## src/rtl/user_io_link_status_csr.sv

```systemverilog
// user_io_link_status_csr: synchronised link status, sticky alarms, link-down counters, CSR port and UIO status beat stream
//  clk_per/reset_per         clock, asynchronous active-high reset
//  i_stat_*/i_*_alarm        per-link status and alarms, asynchronous to clk_per
//  i_csr_*/o_csr_*           CSR access; reads are registered (1-cycle ack)
//  o_uio_rs_*/i_uio_rs_afull status beat stream and consumer back-pressure
module user_io_link_status_csr #(
  parameter int NUM_LINKS = 8,
  parameter int UIO_PORTS_WIDTH = 128,
  parameter int CNT_WIDTH = 16,
  parameter int STAT_PERIOD = 256
) (
  input  logic                       clk_per,
  input  logic                       reset_per,
  input  logic [NUM_LINKS-1:0]       i_stat_chan_up,
  input  logic [NUM_LINKS-1:0]       i_stat_lane_up,
  input  logic [NUM_LINKS-1:0]       i_fatal_alarm,
  input  logic [NUM_LINKS-1:0]       i_corr_alarm,
  input  logic [15:0]                i_csr_addr,
  input  logic [63:0]                i_csr_data,
  input  logic                       i_csr_wr_vld,
  input  logic                       i_csr_rd_vld,
  output logic [63:0]                o_csr_data,
  output logic                       o_csr_rd_ack,
  output logic                       o_uio_rs_vld,
  output logic [UIO_PORTS_WIDTH-1:0] o_uio_rs_data,
  input  logic                       i_uio_rs_afull
);
  localparam int TW = $clog2(STAT_PERIOD);
  typedef enum logic [1:0] {IDLE, PEND, SEND} state_t;
  state_t st_q, st_d;
  logic [3:0][NUM_LINKS-1:0] s1_q, s1_d, s2_q, s2_d;
  logic [NUM_LINKS-1:0] chan_p_q, chan_p_d, fall;
  logic [NUM_LINKS-1:0][CNT_WIDTH-1:0] cnt_q, cnt_d;
  logic [15:0] stk_q, stk_d, seq_q, seq_d;
  logic [63:0] scratch_q, scratch_d, rd_data_q, rd_data_d, cv;
  logic [31:0] snap_q, snap_d, s;
  logic [TW-1:0] timer_q, timer_d;
  logic en_q, en_d, rd_ack_q, rd_ack_d, req, cnt_hit;
  logic [12:0] cidx;
  // vectors are stacked {fatal, corr, chan, lane} and zero-extended to 8 bits each
  assign s = {8'(s2_q[3]), 8'(s2_q[2]), 8'(s2_q[1]), 8'(s2_q[0])};
  assign fall = chan_p_q & ~s2_q[1];
  assign cidx = i_csr_addr[15:3] - 13'd4;
  assign cnt_hit = i_csr_addr[2:0] == 3'd0 && i_csr_addr[15:3] >= 13'd4 &&
                   i_csr_addr[15:3] < 13'(4 + NUM_LINKS);
  assign req = timer_q == '0 || s != snap_q;
  always_comb begin
    s1_d = {i_fatal_alarm, i_corr_alarm, i_stat_chan_up, i_stat_lane_up};
    s2_d = s1_q;
    chan_p_d = s2_q[1];
    // an alarm still high in the clear cycle keeps its sticky bit set
    stk_d = (stk_q & ~((i_csr_wr_vld && i_csr_addr == 16'h10) ? i_csr_data[15:0] : 16'h0)) |
            {s[31:24], s[23:16]};
    scratch_d = (i_csr_wr_vld && i_csr_addr == 16'h08) ? i_csr_data : scratch_q;
    en_d = (i_csr_wr_vld && i_csr_addr == 16'h18) ? i_csr_data[0] : en_q;
    cnt_d = cnt_q;
    cv = '0;
    for (int i = 0; i < NUM_LINKS; i++) begin
      // a clear coinciding with a drop counts that drop
      cnt_d[i] = (i_csr_wr_vld && cnt_hit && cidx == 13'(i)) ? CNT_WIDTH'(fall[i]) :
                 (fall[i] && !(&cnt_q[i])) ? cnt_q[i] + CNT_WIDTH'(1) : cnt_q[i];
      cv = (cidx == 13'(i)) ? 64'(cnt_q[i]) : cv;
    end
    rd_ack_d = i_csr_rd_vld;
    rd_data_d = !i_csr_rd_vld ? 64'h0 :
                i_csr_addr == 16'h00 ? {32'h0, s} :
                i_csr_addr == 16'h08 ? scratch_q :
                i_csr_addr == 16'h10 ? {48'h0, stk_q} :
                i_csr_addr == 16'h18 ? {63'h0, en_q} :
                cnt_hit ? cv : 64'hDEADBEEFDEADBEEF;
    timer_d = timer_q == '0 ? TW'(STAT_PERIOD - 1) : timer_q - TW'(1);
    // requests are level conditions, so anything arriving in PEND/SEND folds into one beat
    st_d = (st_q == SEND || (st_q == PEND && !en_q) || (st_q == IDLE && !(req && en_q))) ? IDLE :
           i_uio_rs_afull ? PEND : SEND;
    snap_d = st_q == SEND ? s : snap_q;
    seq_d = st_q == SEND ? seq_q + 16'd1 : seq_q;
  end
  always_ff @(posedge clk_per or posedge reset_per) begin
    if (reset_per) begin
      s1_q <= '0;
      s2_q <= '0;
      chan_p_q <= '0;
      cnt_q <= '0;
      stk_q <= '0;
      scratch_q <= '0;
      en_q <= 1'b1;
      rd_ack_q <= 1'b0;
      rd_data_q <= '0;
      timer_q <= TW'(STAT_PERIOD - 1);
      st_q <= IDLE;
      snap_q <= '0;
      seq_q <= '0;
    end else begin
      s1_q <= s1_d;
      s2_q <= s2_d;
      chan_p_q <= chan_p_d;
      cnt_q <= cnt_d;
      stk_q <= stk_d;
      scratch_q <= scratch_d;
      en_q <= en_d;
      rd_ack_q <= rd_ack_d;
      rd_data_q <= rd_data_d;
      timer_q <= timer_d;
      st_q <= st_d;
      snap_q <= snap_d;
      seq_q <= seq_d;
    end
  end
  assign o_csr_data = rd_data_q;
  assign o_csr_rd_ack = rd_ack_q;
  assign o_uio_rs_vld = st_q == SEND;
  assign o_uio_rs_data = o_uio_rs_vld ? UIO_PORTS_WIDTH'({seq_q, stk_q, s}) : '0;
endmodule

```

## config.mk

```make
export PLATFORM = sky130hd
export DESIGN_NAME = user_io_link_status_csr
export DESIGN_NICKNAME = d
export VERILOG_FILES = /design/src/rtl/user_io_link_status_csr.sv
export SDC_FILE = /design/constraint.sdc
export NUM_CORES = 1
export LEC_CHECK = 0
export CAP_MARGIN = 25
export CORE_MARGIN = 1.5
export CORE_UTILIZATION = 50
export DETAILED_ROUTE_END_ITERATION = 10
export GPL_TIMING_DRIVEN = 0
export PLACE_DENSITY = 0.83
export REMOVE_ABC_BUFFERS = 1
export SLEW_MARGIN = 10
export SYNTH_ARGS = -nofsm -noshare
export SYNTH_HDL_FRONTEND = slang
export SYNTH_SLANG_ARGS = --single-unit
```

## constraint.sdc

```tcl
create_clock -name clk_per -period 15.6 [get_ports clk_per]
set_input_delay 3.12 -clock clk_per [delete_from_list [all_inputs] [get_ports clk_per]]
set_output_delay 3.12 -clock clk_per [all_outputs]
set_load 0.01 [all_outputs]
```

==> results.py <==
metrics = {
    "worst_setup_path": {
        "critPathBufInv": 1,
        "critical_path_peak_fanout": 17,
        "crit_path_top_delay_cell": "clkdlybuf4s50_1",
        "cpLargestDelayFamily": "compound AO/OA/AOI/OAI gates",
        "path_class": "in -> reg",
        "critical_path_cell_by_cell": "clkdlybuf4s50_1 > nor4_1 > nand4_1 > a221oi_1 > o221ai_1 > a31oi_1",
        "critical_path.max_stage_delay_ns": 0.85,
        "critical_path.startpoint_type": "input pin",
        "critPathArrivalTime_ns": 6.82,
        "worstPathRequired_ns": 16.03,
        "worstSetupEndpointType": "register",
    },
    "synth": {
        "synth_top_area_frac": 0.512,
        "post-synth-top-area-cell": "dfrtp_1",
        "postSynth.asyncResetShare": 1.00,
        "synth_seq_cells": 404,
        "synthDistinctLibCells": 80,
        "ys.flop_type": "dfrtp_1",
        "yosys_warnings": 0,
        "synthTopCellsByArea": "dfrtp_1 51%, nor2_1 3.9%, mux2_2 3.8%",
        "yosysSeqAreaShare": 0.525,
        "syn_area_per_cell_um2": 10.5,
        "postSynthCellCount": 1845,
        "post_synthesis_instance_area_mm2": 0.0193,
        "synth_edf_count": 0,
    },
    "timing": {
        "finish_stage_setup_viols": 0,
        "timing.hold.ws_ns": 0.347,
        "fmaxAchievable_mhz": 157,
        "max_slew.worst_pin.slew_ns": 1.02,
        "rsz0062_at_grt": "no",
        "fin_skew_ns": 0.0293,
        "final.min_clock_period_ns": 6.38,
        "timing.final.max_slew_violations": 0,
        "min_period_over_period": 0.409,
        "slew_headroom": 0.319,
        "hold_viol_final": 0,
    },
    "clocking": {
        "clock_latency_late_sink_ns": 0.58,
        "htree_levels": 2,
        "cts_root_buffer": "clkbuf_16",
        "cts.path.max_buffers": 3,
        "ctsHoldBuffers": 0,
        "number_of_buffers_inserted_during_clock_tree_synthesis": 43,
        "clkSlewWorstSetupHoldPaths_ns": 0.06,
        "cts_tree": "yes",
        "post_cts.resized_instances": 0,
        "tritoncts_num_sinks": 404,
        "post-cts-setup-buffers": 0,
    },
    "finish": {
        "layout.cells.most_common": "dfrtp_1",
        "finish.instance_area_mm2": 0.0236,
        "fin_nets": 2204,
        "mostFrequentLayoutCells": "395 x dfrtp_1, 244 x clkdlybuf4s50_1, 200 x nor2_1, 139 x nand2_1",
        "multi_input_comb_area_mm2": 0.00855,
        "insertedDiodeCount": 0,
        "final_core_utilization": 0.625,
        "drive_above_1_share": 0.101,
        "layout-area-overhead-vs-synth_pct": 22.6,
        "nFillCells": 2922,
        "layout.area.seq_mm2": 0.0101,
    },
    "place": {
        "placement.cell_area_mm2": 0.0221,
        "gp_congestion": 0.972,
        "place.detailed.hpwl_um": 38900,
        "place.port_buffers": 246,
    },
    "routing": {
        "ratio_of_routed_vias_to_standard_cells": 5.77,
        "wl_um": 54900,
        "routed-via-count": 15100,
        "avgRoutedWirePerCell_um": 20.9,
        "drtIter0Drc": 1111,
        "first_pass_iters": 5,
        "ant_nets": 0,
        "post-route-drc-count": 0,
    },
    "global_route": {
        "grt_max_degree": 125,
        "grt_antenna_before_repair": 2,
        "overflow": 0,
        "first_global_vias": 15200,
        "global_route.usage.total": 0.280,
        "global_route_wire_length_before_repair_um": 85000,
    },
    "pwr": {
        "net_load_switching_power_mw": 0.738,
        "share_clk_of_total_power": 0.403,
        "seq_power_share": 0.472,
        "switching_share": 0.278,
        "irDropWorstVdd_mv": 0.106,
        "cellLeakagePower_nw": 10.2,
        "cellInternalPower_mw": 1.91,
        "pwr_density_cell_mw_per_mm2": 112,
        "combinational_cell_fraction_of_total_power": 0.125,
    },
    "flow_run": {
        "timing.max_cap.violations": 0,
    },
    "floorplanning": {
        "placementRows": 71,
        "die_w_um": 199,
        "die_h_um": 199,
        "core_area_mm2": 0.0378,
        "initial_utilization": 0.510,
        "boundaryPins": 311,
        "die_area_mm2": 0.0398,
    },
    "min_path": {
        "hp-class": "reg -> reg",
    },
    "run_status": {
        "outcome": "completed",
    },
}
## worst paths after layout
check	start	end	slack (ns)	depth (start not counted)
setup / recovery	i_csr_addr[6]	o_csr_data[4]	9.22	6
hold / removal	s1_q[20]	s[20]	0.35	0
setup reg to reg	cnt_q[0]	cnt_q[14]	12.84	8
hold reg to reg	s1_q[20]	s[20]	0.35	0
max in group asynchronous	reset_per	seq_q[1]	11.63	3
min in group asynchronous	reset_per	o_csr_data[29]	2.98	2
## state kept, by name, indices dropped and copies added, names as in the netlist, 8 cells and up
name / count
cnt_q: 128
o_csr_data: 64
scratch_q: 64
s1_q: 32
snap_q: 32
s: 24
seq_q: 16
stk_q: 16
chan_p_d: 8
chan_p_q: 8
timer_q: 8
## cell usage after synthesis, drive strengths merged, types with 9 or more instances
cell type and instances:
a21o 49, a31oi 10, clkbuf 34, o21ai 62, nor3 46, nand3 80, a21oi 60, ha 10
nand2 139, or3 22, nor2 203, xnor2 65, and3 22, o21a 43, nand4 36, inv 20
dfrtp 395, dfstp 9, nor4 21, buf 105, a221oi 21, nor2b 11, mux2i 19, nand2b 17
and4 22, xor2 80, mux2 65, and2 80
## layer usage
| metal | routed length [um] | GRT usage | up-vias |
|---|---|---|---|
| li1 | - | - | 6813 |
| met1 | 21500 | 0.355 | 7506 |
| met2 | 25900 | 0.443 | 690 |
| met3 | 5580 | 0.0959 | 120 |
| met4 | 1840 | 0.105 | 2 |
| met5 | 13 | 0 | - |
## final cells by class
| type | count | share of cell area |
|---|---|---|
| timing repair buffer | 263 | 0.116 |
| tap | 511 | 0.0270 |
| sequential | 404 | 0.428 |
| clock inverter | 24 | 0.0124 |
| multi-input combinational | 1344 | 0.362 |
| clock buffer | 54 | 0.0506 |
| inverter | 21 | 0.00365 |
## cells by family (layout without fill, tap and decap cells)
logic type,Yosys count,count (layout),share of synthesized area
and+or+nand+nor,726,726,0.197
DFF,404,404,0.525
adders and majority gates,10,10,0.00649
AOI/OAI and AO/OA,315,315,0.113
xor gates and xnor gates,145,145,0.0658
buffers and inverters,160,362,0.0455
other,1,64,0.000194
muxes,84,84,0.0478
## per-stage QoR
step                      worst slack [ns]  total power [mW]  std cells  setup TNS (ns)
after floorplan                       1.26              1.44       1769               0
after global placement               -3.04              1.57       2526        -1189.60
after detailed placement              8.81              1.59       2539               0
after CTS                             9.40              2.66       2617               0
after global routing                  9.16              2.76       2621               0
final                                 9.22              2.65       2621               0
## power by group through the flow
stage          clock network [mW]  logic, mW  registers (mW)
6_report                     1.07      0.331            1.25
3_3_place_gp                    0      0.311            1.26
3_5_place_dp                    0      0.328            1.26
4_1_cts                      1.08      0.331            1.25
5_1_grt                      1.13      0.375            1.26
2_1_floorplan                   0      0.215            1.23
## worst reg2reg max path: stages, from the launching register on
cell     delay [ns]
dfrtp_1        0.43
ha_1           0.23
and2_1         0.20
and4_1         0.29
a41oi_1        0.47
buf_4          0.27
a41oi_2        0.10
or2_1          0.36
o41ai_1        0.31
Power figures use the tool's default switching activity.
